==> src/rtl/iic_init_sequencer.sv <==
// Replays a table of I2C register writes to a byte-level I2C master, one entry
// per burst, with an idle gap between entries and bounded per-entry retry.
module iic_init_sequencer #(
  parameter int DEPTH      = 32,
  parameter int ADDR_BYTES = 2,
  parameter int DATA_BYTES = 1,
  parameter int GAP_CYCLES = 24000,
  parameter int MAX_RETRY  = 3,
  localparam int NB        = ADDR_BYTES + DATA_BYTES,
  localparam int WORD_W    = 8 * NB,
  localparam int IW        = $clog2(DEPTH)
) (
  input  logic              clk_i,
  input  logic              rst_i,
  input  logic [6:0]        dev_addr_i,
  input  logic [IW:0]       len_i,
  input  logic              start_i,
  input  logic              abort_i,
  input  logic              tbl_we_i,
  input  logic [IW-1:0]     tbl_addr_i,
  input  logic [WORD_W-1:0] tbl_wdata_i,
  output logic              stb_o,
  output logic [7:0]        a_o,
  output logic [7:0]        d_o,
  input  logic              done_i,
  input  logic              err_i,
  output logic              busy_o,
  output logic              done_o,
  output logic              fail_o,
  output logic [IW-1:0]     idx_o,
  output logic [3:0]        retry_o
);

  localparam int GW = (GAP_CYCLES > 1) ? $clog2(GAP_CYCLES) : 1;
  localparam int BW = 3;
  localparam logic [IW:0]   DEPTH_W   = (IW+1)'(DEPTH);
  localparam logic [GW-1:0] GAP_LD    = GW'(GAP_CYCLES - 1);
  localparam logic [BW-1:0] LAST_B    = BW'(NB - 1);
  localparam logic [3:0]    RETRY_MAX = 4'(MAX_RETRY);

  // state | meaning
  // IDLE  | waiting for start after reset
  // FETCH | reading the current entry from the table
  // SEND  | streaming entry bytes, stb_o high
  // GAP   | idle spacing before next entry or before a retry
  // DONE  | all entries sent, done_o high
  // FAIL  | retries exhausted or aborted, fail_o high
  typedef enum logic [2:0] {S_IDLE, S_FETCH, S_SEND, S_GAP, S_DONE, S_FAIL} state_t;

  logic [WORD_W-1:0] mem_q [DEPTH];

  state_t            state_q, state_d;
  logic [IW-1:0]     idx_q, idx_d;
  logic [IW:0]       len_q, len_d;
  logic [6:0]        dev_q, dev_d;
  logic [WORD_W-1:0] word_q, word_d;
  logic [BW-1:0]     bcnt_q, bcnt_d;
  logic [GW-1:0]     gap_q, gap_d;
  logic [3:0]        retry_q, retry_d;
  logic              abort_q, abort_d;
  logic              resend_q, resend_d;

  logic [IW:0]       len_clamp;
  logic [IW:0]       idx_next;
  logic [7:0]        cur_byte;
  logic              busy;

  assign busy      = state_q inside {S_FETCH, S_SEND, S_GAP};
  assign len_clamp = (len_i > DEPTH_W) ? DEPTH_W : len_i;
  assign idx_next  = {1'b0, idx_q} + (IW+1)'(1);

  always_ff @(posedge clk_i) begin
    if (tbl_we_i && !busy) mem_q[tbl_addr_i] <= tbl_wdata_i;
  end

  // Word stays intact during SEND so a retry can restart from byte 0 without a refetch.
  always_comb begin
    cur_byte = 8'h00;
    for (int i = 0; i < NB; i++) begin
      if (bcnt_q == BW'(i)) cur_byte = word_q[8*(NB-1-i) +: 8];
    end
  end

  always_comb begin
    state_d  = state_q;
    idx_d    = idx_q;
    len_d    = len_q;
    dev_d    = dev_q;
    word_d   = word_q;
    bcnt_d   = bcnt_q;
    gap_d    = gap_q;
    retry_d  = retry_q;
    abort_d  = abort_q;
    resend_d = resend_q;
    case (state_q)
      S_IDLE, S_DONE, S_FAIL: begin
        if (start_i) begin
          dev_d    = dev_addr_i;
          len_d    = len_clamp;
          idx_d    = '0;
          retry_d  = '0;
          abort_d  = 1'b0;
          resend_d = 1'b0;
          state_d  = (len_clamp == '0) ? S_DONE : S_FETCH;
        end
      end
      S_FETCH: begin
        if (abort_i) begin
          state_d = S_FAIL;
        end else begin
          word_d  = mem_q[idx_q];
          bcnt_d  = '0;
          state_d = S_SEND;
        end
      end
      S_SEND: begin
        if (abort_i) abort_d = 1'b1;
        if (done_i) begin
          if (abort_q || abort_i) begin
            state_d = S_FAIL;
          end else if (err_i) begin
            if (retry_q < RETRY_MAX) begin
              retry_d  = retry_q + 4'd1;
              resend_d = 1'b1;
              gap_d    = GAP_LD;
              state_d  = S_GAP;
            end else begin
              state_d = S_FAIL;
            end
          end else if (bcnt_q == LAST_B) begin
            gap_d   = GAP_LD;
            state_d = S_GAP;
          end else begin
            bcnt_d = bcnt_q + BW'(1);
          end
        end
      end
      S_GAP: begin
        if (abort_i) begin
          state_d = S_FAIL;
        end else if (gap_q != '0) begin
          gap_d = gap_q - GW'(1);
        end else if (resend_q) begin
          resend_d = 1'b0;
          bcnt_d   = '0;
          state_d  = S_SEND;
        end else if (idx_next == len_q) begin
          state_d = S_DONE;
        end else begin
          idx_d   = idx_q + IW'(1);
          retry_d = '0;
          state_d = S_FETCH;
        end
      end
      default: state_d = S_IDLE;
    endcase
  end

  always_ff @(posedge clk_i) begin
    if (rst_i) begin
      state_q  <= S_IDLE;
      idx_q    <= '0;
      len_q    <= '0;
      dev_q    <= '0;
      word_q   <= '0;
      bcnt_q   <= '0;
      gap_q    <= '0;
      retry_q  <= '0;
      abort_q  <= 1'b0;
      resend_q <= 1'b0;
    end else begin
      state_q  <= state_d;
      idx_q    <= idx_d;
      len_q    <= len_d;
      dev_q    <= dev_d;
      word_q   <= word_d;
      bcnt_q   <= bcnt_d;
      gap_q    <= gap_d;
      retry_q  <= retry_d;
      abort_q  <= abort_d;
      resend_q <= resend_d;
    end
  end

  assign stb_o   = (state_q == S_SEND);
  assign a_o     = {dev_q, 1'b0};
  assign d_o     = stb_o ? cur_byte : 8'h00;
  assign busy_o  = busy;
  assign done_o  = (state_q == S_DONE);
  assign fail_o  = (state_q == S_FAIL);
  assign idx_o   = idx_q;
  assign retry_o = retry_q;

endmodule
==> config.mk <==
export PLATFORM = sky130hd
export DESIGN_NAME = iic_init_sequencer
export DESIGN_NICKNAME = d
export VERILOG_FILES = /design/src/rtl/iic_init_sequencer.sv
export SDC_FILE = /design/constraint.sdc
export NUM_CORES = 1
export LEC_CHECK = 0
export CORE_AREA = 2 2 282 284
export DETAILED_ROUTE_END_ITERATION = 12
export DIE_AREA = 0 0 284 286
export HOLD_SLACK_MARGIN = 0.06
export SLEW_MARGIN = 20
export SYNTH_ARGS = -nofsm -noshare
export SYNTH_HDL_FRONTEND = slang
export SYNTH_SLANG_ARGS = --single-unit
==> constraint.sdc <==
create_clock -name clk_i -period 2.8 [get_ports clk_i]
set_clock_uncertainty 0.2 [all_clocks]
set_input_delay 0.28 -clock clk_i [delete_from_list [all_inputs] [get_ports clk_i]]
set_output_delay 0.28 -clock clk_i [all_outputs]
set_load 0.005 [all_outputs]
Word level (Yosys, flattened, before mapping)
Memories as Yosys holds them, arrays and structs flattened. A register that Yosys moved wholly into a read port is not among the register bits.
Index checks and enable logic that the tools add are counted.
{ "totals": {"inputBits": 49, "ram_bits": 768, "n_memories": 1, "reg_bits": 45, "elab_cells": 130} }
{ "classes": {"mux": 63, "eq_ne": 27, "add_sub_neg": 5, "n_bitwise": 1, "n_reduce_logical": 22, "order_cmp": 2} }
{ "memory_table": {"columns": ["name", "depth", "word_bits", "read_ports", "rd_ports_with_merged_regs", "write_ports", "line", "rtl"], "rows": [
  ["mem_q", 32, 24, 1, 1, 1, "50", "logic [WORD_W-1:0] mem_q [DEPTH];"]
]} }
{ "op_table": {"columns": ["op", "n"], "rows": [
  ["15-bit two-way mux", 7],
  ["3-bit two-way mux", 20],
  ["4-bit two-way mux", 9],
  ["8-bit two-way mux", 4],
  ["15-bit case mux with 2 select lines", 1],
  ["5-bit two-way mux", 5],
  ["2-bit != test (second input constant)", 11],
  ["15-bit nonzero test", 1],
  ["15-bit by 1-bit subtractor with 15-bit output (second input constant)", 1],
  ["3-bit case mux with 4 select lines", 1],
  ["4-bit case mux with 3 select lines", 1],
  ["1-bit two-way mux", 10],
  ["5-bit case mux with 2 select lines", 1],
  ["10-bit AND reduction", 1],
  ["3-bit by 2-bit == test with 1-bit output (second input constant)", 3],
  ["3-bit case mux with 3 select lines", 1],
  ["9-bit AND reduction", 1],
  ["2-bit by 1-bit != test with 1-bit output (second input constant)", 4],
  ["8-bit AND reduction", 1],
  ["7-bit AND reduction", 1],
  ["5-bit by 1-bit adder with 6-bit output (second input constant)", 1],
  ["3-bit by 1-bit == test with 1-bit output (second input constant)", 2],
  ["3-bit == test (second input constant)", 2],
  ["6-bit == test", 1],
  ["other kinds (25)", 30]
]} }

Depth between registers and ports, before layout
{ "depth": {"depth_word": 7, "depth_mapped": 10, "mapped_depth_nobuf": 8} }

Worst setup path before layout
No wires, ideal clock.
{ "synth_path": {"path_type": "register to register", "startpoint": "register state_q[0]", "endpoint": "memory mem_q[19][0] (netlist bit), enable pin", "required_ns": 2.195, "setup_ns": 0.405, "arrival_ns": 2.228, "stages_incl_launch_ff": 7, "path_slack_ns": -0.032, "n_path_buf": 1, "synth_period_minus_slack_ns": 2.832, "cell_sequence": "dfxtp_1 > clkbuf_1 > o21bai_1 > nand2_1 > nor2_1 > nand3b_1 > nor2_1"} }
{ "synth_via": {"elab_chain_len": 6} }
{ "synth_lines": {"columns": ["element", "line", "rtl"], "rows": [
  ["from (decl)", "52", "state_t state_q, state_d;"],
  ["from (signal assigned)", "172", "state_q <= state_d;"],
  ["3-bit by 2-bit == test with 1-bit output / 3-bit by 1-bit == test with 1-bit output (equally long branches)", "68", "assign busy = state_q inside {S_FETCH, S_SEND, S_GAP};"],
  ["3-bit nonzero test (no source line) *", null, null],
  ["1-bit zero test *", "73", "if (tbl_we_i && !busy) mem_q[tbl_addr_i] <= tbl_wdata_i;"],
  ["1-bit logical AND *", "73", null],
  ["1-bit two-way mux *", "73", null],
  ["1-bit two-way mux (implied by the code) *", "73", null],
  ["to (decl)", "50", null]
]} }
Every way passes the cells marked *; elsewhere a longest branch is shown, timed or not.

Final worst setup path
{ "layout_path": {"startpoint": "register bcnt_q[1]", "endpoint": "output port d_o[5]"} }
{ "layout_via": {"elab_chain_len": 5} }
{ "layout_lines": {"columns": ["element", "line", "rtl"], "rows": [
  ["from (decl)", "57", "logic [BW-1:0] bcnt_q, bcnt_d;"],
  ["from (signal assigned)", "177", "bcnt_q <= bcnt_d;"],
  ["3-bit zero test", "80", "if (bcnt_q == BW'(i)) cur_byte = word_q[8*(NB-1-i) +: 8];"],
  ["8-bit two-way mux (2 in series)", "80", null],
  ["8-bit two-way mux *", "80", null],
  ["8-bit two-way mux *", "187", "assign d_o = stb_o ? cur_byte : 8'h00;"],
  ["to (decl)", "24", "output logic [7:0] d_o,"]
]} }
Marked as above.

==> results_dict.tcl <==
set metrics [dict create \
    outcome "complete, but fails checks" \
    violations "setup timing" \
    drt-total-wl_um 82900 \
    leakage_nw 12.2 \
    initial_core_util_pct 41.5 \
    clk_path_buf_depth 3 \
    fillerInstances 6325 \
    grt.total_usage_pct 20.8 \
    drc 0 \
    detail-route-antenna-nets 0 \
    synth.avg_cell_area_um2 20.5 \
    max_stage_delay_ps 450 \
    path_max_fanout 16 \
    die_w_um 284 \
    setup_ws_ps -51.5 \
    setup_viol 1 \
    numCtsBuffers 88 \
    antenna_cells 0 \
    cts.htree.levels 3 \
    yosys-top-cells-area "edfxtp_1 71%, mux4_2 17%, dfxtp_1 4.2%, nor2_1 1.2%, a21oi_1 0.74%" \
    gr-total-overflow 0 \
    drt_iter0_drc 1766 \
    cts.sinks 837 \
    num_rows 103 \
    placed_area_um2 36400 \
    crit_path_cell_trace "buf_4 -> ha_1 -> buf_12 -> nor2_1 -> a21oi_2 -> nor2_1 -> clkdlybuf4s50_1" \
    fmax_mhz 351 \
    peakVddDrop_mv 0.448 \
    wire_per_inst_um 28.1 \
    fin_crit_sh_pct 102 \
    grt_pass1_wl_um 121000 \
    vias 16986 \
    hold_viol 0 \
    yosysMostFrequentCell "edfxtp_1" \
    nNetsFinal 1889 \
    cts_tree "yes" \
    place.port_buffers 76 \
    synthArstFlopShare_pct 0 \
    die-area_um2 81200 \
    synth-seq-cells 837 \
    power_density_nw_per_um2 668 \
    timing.slew.headroom_pct 30.5 \
    drt-pass1-iter-count 7 \
    ys_seq_area_share_pct 75.1 \
    syn_area_um2 32600 \
    critical_path_class "reg -> out" \
    viasPerCell 5.75 \
    dp_hpwl_um 46800 \
    core_um2 78400 \
    yosys_warnings 0 \
    grt_max_degree 71 \
    crit_arrival_ps 2370 \
    synth_edf_count 768 \
    worst_slew_pin_slew_ps 1040 \
    ios 78 \
    cp_common_cell "nor2_1" \
    min_period_ps 2850 \
    finalInstanceArea_um2 39700 \
    synthCells 1590 \
    yosys-top-cells-count "768 x edfxtp_1, 240 x mux4_2, 106 x nor2_1" \
    routabilityCongestion 0.874 \
    end_kind "output pin" \
    hold_path.class "in -> reg" \
    grt_pass1_vias 17217 \
    clk_latency_ps 650 \
    drive_above_1_share_pct 32.4 \
    synth_ff_type "edfxtp_1" \
    maxCapViolations 0 \
    cts-root-buf "clkbuf_16" \
    fin_util_pct 50.6 \
    area_growth_pct 21.8 \
    finalSetupTns_ps -51.5 \
    grt_setup_unrepaired "yes" \
    netlist.area_leader.share_pct 70.8 \
    slowest_stage "clkdlybuf4s50_1" \
    clkTransAtPathRegs_ps 60 \
    die_y_um 286 \
    post-place-ws_ps 96.2 \
    slew_violations 0 \
    antenna_found_initial 1 \
    crit_path_start_kind "flip-flop" \
    synth_cell_types 59 \
    cp_data_required_time_ps 2320 \
    yosys.area.top_type "edfxtp_1" \
    syn-num-nets 1647 \
]
[per-layer routing]
layer | up-vias | share of wire, % | global-route usage, %
met2 | 734 | 46 | 32.1
met4 | 2 | 2.1 | 5.43
met5 | - | 0.014 | 0
met3 | 136 | 8.8 | 4.89
li1 | 7081 | - | -
met1 | 9033 | 43 | 29.9
[sequential cells by signal, summed over array words and instances, names as in the netlist]
signal and count:
retry_o 4, idx_o 5, bcnt_q 3, gap_q 15
dev_q 7, resend_q 1, word_q 24, state_q 3
mem_q 768, abort_q 1, len_q 6
[kinds of logic (layout without fill, tap and decap cells)]
family	after synthesis	in the layout	synth area share, %
compound gates	118	118	2.31
xor+xnor	13	13	0.350
fa+ha+maj	8	8	0.308
buf+inv	98	414	1.28
flops	837	837	75.1
mux	243	243	16.7
other cells	1	1	0.0115
simple gates	272	272	3.95
[per-stage QoR]
| stage | std cells | power (W) | hold slack (ps) |
|---|---|---|---|
| finish | 2956 | 0.0265 | 98.7 |
| global route | 2956 | 0.0273 | 103 |
| detailed placement | 2769 | 0.0151 | 246 |
| floorplan | 1590 | 0.0145 | 179 |
| global placement | 2769 | 0.0151 | 241 |
| CTS | 2948 | 0.0267 | 63.0 |
[cell usage in the layout, fill, tap and decap left out, types with 3 or more instances in the layout]
| master | instances |
|---|---|
| bufinv_16 | 8 |
| clkbuf_16 | 90 |
| nor4_1 | 3 |
| dfxtp_4 | 6 |
| or3_1 | 9 |
| a21oi_1 | 35 |
| o21ai_0 | 7 |
| clkbuf_2 | 4 |
| clkbuf_1 | 15 |
| clkbuf_8 | 3 |
| buf_12 | 69 |
| a31oi_1 | 5 |
| nor2b_1 | 7 |
| nand3_1 | 11 |
| nor3b_1 | 3 |
| nor2_1 | 62 |
| buf_4 | 81 |
| edfxtp_1 | 768 |
| nor2_2 | 10 |
| nand2_1 | 52 |
| o22ai_1 | 26 |
| o211ai_1 | 3 |
| clkinv_2 | 24 |
| xor2_1 | 11 |
| dlygate4sd3_1 | 10 |
| o21ba_2 | 3 |
| ha_1 | 6 |
| clkinv_1 | 16 |
| nand2b_1 | 12 |
| nand3b_1 | 12 |
| dfxtp_1 | 61 |
| nand4_1 | 5 |
| nor2_4 | 34 |
| inv_1 | 8 |
| clkinv_4 | 3 |
| nor3_1 | 37 |
| mux4_2 | 240 |
| and3_1 | 3 |
| clkdlybuf4s50_1 | 68 |
| a21oi_2 | 11 |
[power by group]
| part | internal (W) | switching (W) | total, W |
|---|---|---|---|
| clock | 0.00673 | 0.00481 | 0.0115 |
| sequential | 0.0138 | 0.0000831 | 0.0139 |
| combinational | 0.000406 | 0.000680 | 0.00109 |
| total | 0.0209 | 0.00557 | 0.0265 |
[final timing paths]
path	end	slack, ps	depth (start not counted)	start
worst min register to register	dev_q[3]$_SDFFE_PP0P_	250	2	dev_q[3]$_SDFFE_PP0P_
worst min-delay path	len_q[0]$_SDFFE_PP0P_	100	3	len_i[0]
worst max-delay path	d_o[5]	-50	7	bcnt_q[1]$_SDFFE_PP0P_
worst max register to register	idx_o[4]$_SDFFE_PP0P_	210	8	idx_o[0]$_SDFFE_PP0P_
[worst max-delay path: cells and delay by family, from the launching register on]
kind	cells	cell delay, ps
AO/OA/AOI/OAI	1	220
adder cells (fa/ha/maj)	1	220
flip-flops	1	350
AND/OR/NAND/NOR	2	150
buffers and inverters	3	780
[layout make-up]
type | instances | area [um^2] | area share [%]
flip-flops and latches | 837 | 24500 | 61.7
multi-input cells | 655 | 8070 | 20.4
repair buffers | 239 | 2860 | 7.22
clock buffers | 108 | 2350 | 5.93
well taps | 1050 | 1310 | 3.31
clock inverters | 56 | 536 | 1.35
inverters | 11 | 48.8 | 0.123
[timing repair]
| action | in CTS | in global routing |
|---|---|---|
| gates cloned | 1 | 0 |
| hold endpoints to repair | 65 | 0 |
| endpoints found under the setup margin | 8 | 8 |
| hold buffers | 10 | 0 |
| gates resized for setup | 46 | 21 |
| pin swaps | 4 | 8 |
| setup buffers | 4 | 8 |
(Power assumes the default switching activity.)
